`config.mk`:
```
export PLATFORM = sky130hd
export DESIGN_NAME = instr_word_encoder
export DESIGN_NICKNAME = d
export VERILOG_FILES = /design/src/rtl/instr_word_encoder.sv
export SDC_FILE = /design/constraint.sdc
export NUM_CORES = 1
export LEC_CHECK = 0
export CAP_MARGIN = 40
export CORE_ASPECT_RATIO = 0.5
export CORE_MARGIN = 3
export CORE_UTILIZATION = 39
export DETAILED_ROUTE_END_ITERATION = 16
export GPL_TIMING_DRIVEN = 0
export MAX_ROUTING_LAYER = met4
export SKIP_LAST_GASP = 1
export SYNTH_ARGS = -nofsm -noshare
export SYNTH_HDL_FRONTEND = slang
export SYNTH_SLANG_ARGS = --single-unit
```
`constraint.sdc`:
```
create_clock -name clk -period 3.3 [get_ports clk]
set_clock_uncertainty 0.2 [all_clocks]
set_input_delay 0.33 -clock clk [delete_from_list [all_inputs] [get_ports clk]]
set_output_delay 0.33 -clock clk [all_outputs]
set_load 0.01 [all_outputs]
```
`src/rtl/instr_word_encoder.sv`:
```
// instr_word_encoder: re-encodes one decoded instruction into Jolt160 words and
// writes them big-endian, one byte per acknowledged write, at an auto-incrementing address.
module instr_word_encoder #(
    parameter int ADDR_WIDTH = 16
) (
    input  logic                  clk,
    input  logic                  rst,
    input  logic                  base_load,
    input  logic [ADDR_WIDTH-1:0] base_addr,
    input  logic                  req_valid,
    output logic                  req_ready,
    input  logic [2:0]            req_group,
    input  logic [5:0]            req_opcode,
    input  logic [3:0]            req_ra,
    input  logic                  req_ra_pair,
    input  logic [3:0]            req_rb,
    input  logic                  req_rb_pair,
    input  logic [2:0]            req_rc,
    input  logic [15:0]           req_imm,
    output logic                  mem_wr_req,
    input  logic                  mem_wr_ack,
    output logic [ADDR_WIDTH-1:0] mem_addr,
    output logic [7:0]            mem_data,
    output logic                  done,
    output logic                  err,
    output logic [ADDR_WIDTH-1:0] cur_addr
);
    typedef enum logic [1:0] {IDLE, CHECK, WRITE, FIN} state_t;
    state_t state, state_nxt;
    logic [2:0]  grp;
    logic [5:0]  opc;
    logic [3:0]  ra, rb;
    logic        ra_pair, rb_pair;
    logic [2:0]  rc;
    logic [15:0] imm;
    logic [31:0] word, word_nxt;
    logic [1:0]  idx;
    logic        is_g5;
    logic        accept, op_ok, pair_ok, valid, last_byte;
    logic [3:0]  ra_f, rb_f;
    assign accept    = (state == IDLE) && req_valid;
    assign ra_f      = ra_pair ? {ra[2:0], 1'b0} : ra;
    assign rb_f      = rb_pair ? {rb[2:0], 1'b0} : rb;
    assign last_byte = idx == (is_g5 ? 2'd3 : 2'd1);
    // Group 4 has no register field, so its ra pair flag carries no meaning.
    assign pair_ok = !(ra_pair && ra[3] && grp != 3'd4) && !(rb_pair && rb[3] && grp == 3'd2);
    assign valid   = op_ok && pair_ok;
    always_comb begin
        op_ok    = 1'b0;
        word_nxt = 32'h0;
        case (grp)
            3'd1: begin
                op_ok    = opc[5:3] == 3'd0;
                word_nxt = {1'b0, opc[2:0], ra_f, imm[7:0], 16'h0};
            end
            3'd2: begin
                op_ok    = 1'b1;
                word_nxt = {2'b10, opc, ra_f, rb_f, 16'h0};
            end
            3'd3: begin
                op_ok    = opc[5:2] == 4'd0;
                word_nxt = {4'b1100, opc[1:0], ra_f, rb[2:0], rc, 16'h0};
            end
            3'd4: begin
                op_ok    = opc[5:4] == 2'd0;
                word_nxt = {4'b1101, opc[3:0], imm[7:0], 16'h0};
            end
            3'd5: begin
                op_ok    = opc[5:3] == 3'd0;
                word_nxt = {6'b111000, opc[2:0], ra_f, rb[2:0], imm};
            end
            default: begin
                op_ok    = 1'b0;
                word_nxt = 32'h0;
            end
        endcase
    end
    always_ff @(posedge clk or posedge rst) begin
        if (rst) state <= IDLE;
        else     state <= state_nxt;
    end
    always_comb begin
        state_nxt = state;
        case (state)
            IDLE:    state_nxt = accept ? CHECK : IDLE;
            CHECK:   state_nxt = valid ? WRITE : IDLE;
            WRITE:   state_nxt = (mem_wr_ack && last_byte) ? FIN : WRITE;
            default: state_nxt = IDLE;
        endcase
    end
    always_comb begin
        req_ready  = state == IDLE;
        mem_wr_req = state == WRITE;
        mem_data   = (state == WRITE) ? word[8*(3-int'(idx)) +: 8] : 8'h0;
        mem_addr   = cur_addr;
        done       = state == FIN;
        err        = (state == CHECK) && !valid;
    end
    always_ff @(posedge clk or posedge rst) begin
        if (rst) begin
            cur_addr <= '0;
            grp      <= '0;
            opc      <= '0;
            ra       <= '0;
            rb       <= '0;
            ra_pair  <= 1'b0;
            rb_pair  <= 1'b0;
            rc       <= '0;
            imm      <= '0;
            word     <= '0;
            idx      <= '0;
            is_g5    <= 1'b0;
        end else begin
            // Base is loaded before the accepted instruction is written, so a coincident load applies to it.
            if (state == IDLE && base_load) cur_addr <= base_addr;
            if (accept) begin
                grp     <= req_group;
                opc     <= req_opcode;
                ra      <= req_ra;
                rb      <= req_rb;
                ra_pair <= req_ra_pair;
                rb_pair <= req_rb_pair;
                rc      <= req_rc;
                imm     <= req_imm;
            end
            if (state == CHECK) begin
                word  <= word_nxt;
                idx   <= '0;
                is_g5 <= grp == 3'd5;
            end
            if (state == WRITE && mem_wr_ack) begin
                cur_addr <= cur_addr + 1'b1;
                idx      <= idx + 1'b1;
            end
        end
    end
endmodule

```
# --- Word-level counts from Yosys, hierarchy flattened ---
# Index checks and enable logic that the tools add are counted.
totals:
  ff_bits: 91
  in_bits: 59
  out_inout_bits: 44
  word_cells: 62
op_classes:
  add_sub_neg: 3
  eq_ne: 10
  n_shift: 1
  mux: 14
  n_reduce_logical: 21
op_table:
  columns: ["op", "n"]
  rows:
  - ["one-hot mux 32 bit (5 select lines)", 1]
  - ["2-to-1 mux 16 bit", 2]
  - ["variable part select 32 x 6 -> 8 bit", 1]
  - ["adder 16 x 1 -> 16 bit (second input constant)", 1]
  - ["logical AND 1 bit", 11]
  - ["2-to-1 mux 2 bit", 4]
  - ["2-to-1 mux 4 bit", 2]
  - ["2-to-1 mux 8 bit", 1]
  - ["equality test 3 x 2 -> 1 bit (second input constant)", 2]
  - ["equality test 3 bit (second input constant)", 2]
  - ["one-hot mux 2 bit (3 select lines)", 1]
  - ["equality test 2 bit (second input constant)", 2]
  - ["logical NOT 2 bit", 2]
  - ["logical NOT 4 bit", 1]
  - ["one-hot mux 1 bit (4 select lines)", 1]
  - ["nonzero test 2 bit", 2]
  - ["equality test 3 x 1 -> 1 bit (second input constant)", 1]
  - ["logical NOT 1 bit", 3]
  - ["logical NOT 3 bit", 1]
  - ["!= test 3 bit (second input constant)", 1]
  - ["subtractor 2 x 2 -> 3 bit (first input constant)", 1]
  - ["adder 2 x 1 -> 2 bit (second input constant)", 1]
  - ["equality test 2 x 1 -> 1 bit (second input constant)", 1]
  - ["equality test 2 bit", 1]
  - ["2 further kinds", 3]

# --- Depth between registers and ports, before layout ---
logic_depth:
  word_depth: 7
  depth_mapped: 7
  ltp_nobuf: 5

# --- Worst setup path after synthesis ---
# No wires, ideal clock.
synth_timing:
  kind: "flip-flop to output port"
  startpoint: "register grp[1]"
  endpoint: "output err"
  arrival_ns: 1.408
  required_time_ns: 2.770
  slack_ns: 1.362
  path_stages_with_launch: 7
  n_path_buf: 2
  cell_sequence: "dfrtp_1 > buf_2 > buf_2 > a21oi_1 > o211ai_1 > a311o_1 > o21a_1"
synth_between:
  elab_chain_cells: 7
  elab_cells_between_ends: 16
  classes_between: "eq/ne: 6; mux: 1; reduce/logical: 9"
synth_rtl:
  columns: ["item", "line_no", "source"]
  rows:
  - ["start, declared", "30", "logic [2:0] grp;"]
  - ["start signal, assigned", "117", "grp <= req_group;"]
  - ["parallel branches: the longest is 4 deep, another holds one-hot mux 1 bit (4 select lines)", null, null]
  - ["logical AND 1 bit (*)", "47", "assign valid = op_ok && pair_ok;"]
  - ["logical NOT 1 bit (*)", "97", "err = (state == CHECK) && !valid;"]
  - ["logical AND 1 bit (*)", "97", null]
  - ["end, declared", "25", "output logic err,"]
# Every way passes the cells marked *.

# --- Final worst setup path ---
layout_timing:
  startpoint: "register grp[2]"
  endpoint: "output err"
# The elaborated chain is that of the path after synthesis.

==> metrics.md <==
| Metric | Value |
|---|---|
| Core box area | `11350 sq um` |
| Synthesized Nets | `482` |
| CP endpoint kind | `output pin` |
| Most numerous cell in the Yosys netlist | `dfrtp_1` |
| Die H | `83.40 um` |
| I/O pins | `103` |
| Max Freq | `333.0 MHz` |
| # port buffers | `102` |
| Synthesized cell area | `4672 sq um` |
| DRC violations left | `0` |
| Final worst path period share | `90.99%` |
| Synth area leader | `dfrtp_1` |
| # rows | `27` |
| Via density | `5.426` |
| Synth top area share | `48.74%` |
| Gr usage total | `20.54%` |
| Critical Path AT | `2.47 ns` |
| Top FF cell, synth | `dfrtp_1` |
| Clock-pin slew of the registers on the worst-case setup and hold paths | `0.06 ns` |
| Max FO, Critical Path | `10` |
| DP Wirelength | `9534 um` |
| RSZ-0062 raised after global routing | `false` |
| Iter 0 DRT Violations | `194` |
| Die Area | `13410 sq um` |
| Launch point of the worst reg-to-reg path | `state[1]` |
| EDFF count, synth | `0` |
| Effective utilization at floorplan | `41.16%` |
| Minimum clock period | `3.003 ns` |
| Synth area leaders | `dfrtp_1, mux2_2, mux4_2` |
| Post-CTS Setup Inserts | `0` |
| Flops & latches, synth | `91` |
| Worst slew pin tran | `0.9031 ns` |
| VDD IR-drop max | `0.3513 mV` |
| Post-synth cell types | `62` |
| CTS tree | `yes` |
| Die Width | `160.8 um` |
| FILL cells | `1027` |
| Clock sink total | `91` |
| Worst EP required | `2.77 ns` |
| Nets@finish | `596` |
| Final wirelength | `12920 um` |
| Sequential share of the synthesized area | `48.74%` |
| Startpoint types | `register` |
| Global route total overflow | `0` |
| Total CTS buffers | `9` |
| WL per Instance | `18.46 um` |
| Max Root-Sink Buffers | `2` |
| Post-route antenna net violation count | `0` |
| Vias | `3798` |
| # diodes | `0` |
| Max-cap violation count | `0` |
| Status | `finished clean` |
| Worst slew margin | `39.46%` |
| Async SR Flop Fraction | `100.0%` |
| Synth-to-layout area growth | `33.93%` |
| Yosys warns | `0` |
| Pins Over Slew Limit | `0` |
| Most frequent cells after synthesis | `dfrtp_1, mux2_2, nand2_1` |
| Leakage | `2.594 nW` |
| Vias in the first global route | `3775` |
| PostCTS Resize Cnt | `0` |
| Hold Crit Class | `input pin to asynchronous set/reset pin` |
| Final Instance Area | `6257 sq um` |
| CTS root buf | `clkbuf_16` |
| Drt first pass iters | `5` |
| Hold_buf cts | `0` |
| Setup WS pre-CTS | `0.6779 ns` |
| Endpoints failing setup | `0` |
| First-pass GRT wire length | `20980 um` |
| Share of cells above drive strength 1 | `19.41%` |
| Crit. Startpoint | `grp[2]` |
| Pwr Density | `972.8 nW/um^2` |
| Antenna violations before repair | `0` |
| Final hold vios | `0` |
| Worst Setup Slack, final | `0.2974 ns` |
| Largest net degree at the start of global routing | `63` |
| Clock latency on the worst-skew pair | `0.34 ns` |
| Gpl congestion | `0.9129` |
| Cells after Synth | `422` |
| H-tree depth | `3` |
| Post-Place Cell Area | `5922 sq um` |
| Syn avg cell area | `11.07 sq um` |
| Crit path kind | `register to output pin` |
## worst max-delay path: stages, from the launching register on
cell,delay (ns)
dfrtp_1,0.48
buf_2,0.24
nor3b_2,0.29
nor2_1,0.08
a311o_1,0.35
o21a_1,0.21
clkdlybuf4s50_1,0.47
## state kept, by name (all words and copies together) (netlist names), 2 cells and up
signal / flops
idx: 2
opc: 6
state: 2
imm: 16
word: 32
ra: 4
rb: 4
grp: 3
rc: 3
cur_addr: 16
## cell usage in the layout (no fill, tap or decap), drive strengths merged, types with 10 or more instances in the layout
master         netlist  final
clkdlybuf4s50        0    102
dfrtp               91     91
mux2                38     38
nand2               33     33
buf                 31     32
nor2                27     27
clkbuf              15     26
o21ai               19     19
a22o                16     16
nand3               15     15
nor2b               14     14
a21oi               10     10
## per-stage QoR
| stage | setup TNS (ns) | power, mW | hold WS (ns) | instances | utilization, % |
|---|---|---|---|---|---|
| 2_1_floorplan | 0 | 3.795 | 0.2453 | 422 | - |
| 3_3_place_gp | -99.86 | 4.908 | 0.2668 | 683 | 51.91 |
| 3_5_place_dp | 0 | 4.939 | 0.2694 | 684 | 52.17 |
| 4_1_cts | 0 | 6.124 | 0.1439 | 700 | 55.13 |
| 5_1_grt | 0 | 6.515 | 0.1653 | 700 | 55.13 |
| 6_report | 0 | 6.087 | 0.1354 | 700 | 55.13 |
## where the power goes
| group | leakage, nW | switching, mW | internal [mW] | total [mW] |
|---|---|---|---|---|
| Sequential | 1.13 | 0.506 | 1.60 | 2.10 |
| Clock | 0.167 | 0.460 | 0.710 | 1.17 |
| Combinational | 1.30 | 1.33 | 1.49 | 2.81 |
| Total | 2.59 | 2.29 | 3.79 | 6.09 |
## metal layers
| metal | GRT usage [%] | wire (um) | vias up |
|---|---|---|---|
| met1 | 29.77 | 6463 | 1877 |
| met2 | 29.75 | 5611 | 125 |
| met4 | 4.215 | 105 | 0 |
| met3 | 4.385 | 741 | 10 |
| met5 | - | 0 | - |
| li1 | - | - | 1786 |
## path summary, 6_finish.rpt
path | to | slack (ns) | cells after the start
worst min register to register | word[28] | 0.28 | 2
max in group asynchronous | imm[13] | 2.12 | 3
min in group clk | word[28] | 0.28 | 2
worst max register to register | word[7] | 0.83 | 5
worst min-delay path | ra[3] | 0.14 | 2
worst max-delay path | err | 0.30 | 6
## cell families after synthesis
kind of cell / share of synthesized area, %
AND/OR/NAND/NOR: 14.19
AO/OA/AOI/OAI: 16.31
flip-flops: 48.74
multiplexers: 14.52
buffers and inverters: 5.785
XOR/XNOR: 0.1875
adder cells (fa/ha/maj): 0.2678
## layout make-up
class | instances | area, sq um | share of cell area (%)
multi-input cells | 280 | 2125 | 33.95
clock buffers | 11 | 252.7 | 4.039
plain buffers | 46 | 251.5 | 4.019
clock inverters | 5 | 82.58 | 1.320
inverters | 5 | 21.27 | 0.3399
well taps | 159 | 198.9 | 3.179
repair buffers | 103 | 1049 | 16.76
flip-flops and latches | 91 | 2277 | 36.39
No activity file was read; power rests on OpenSTA's default activity.
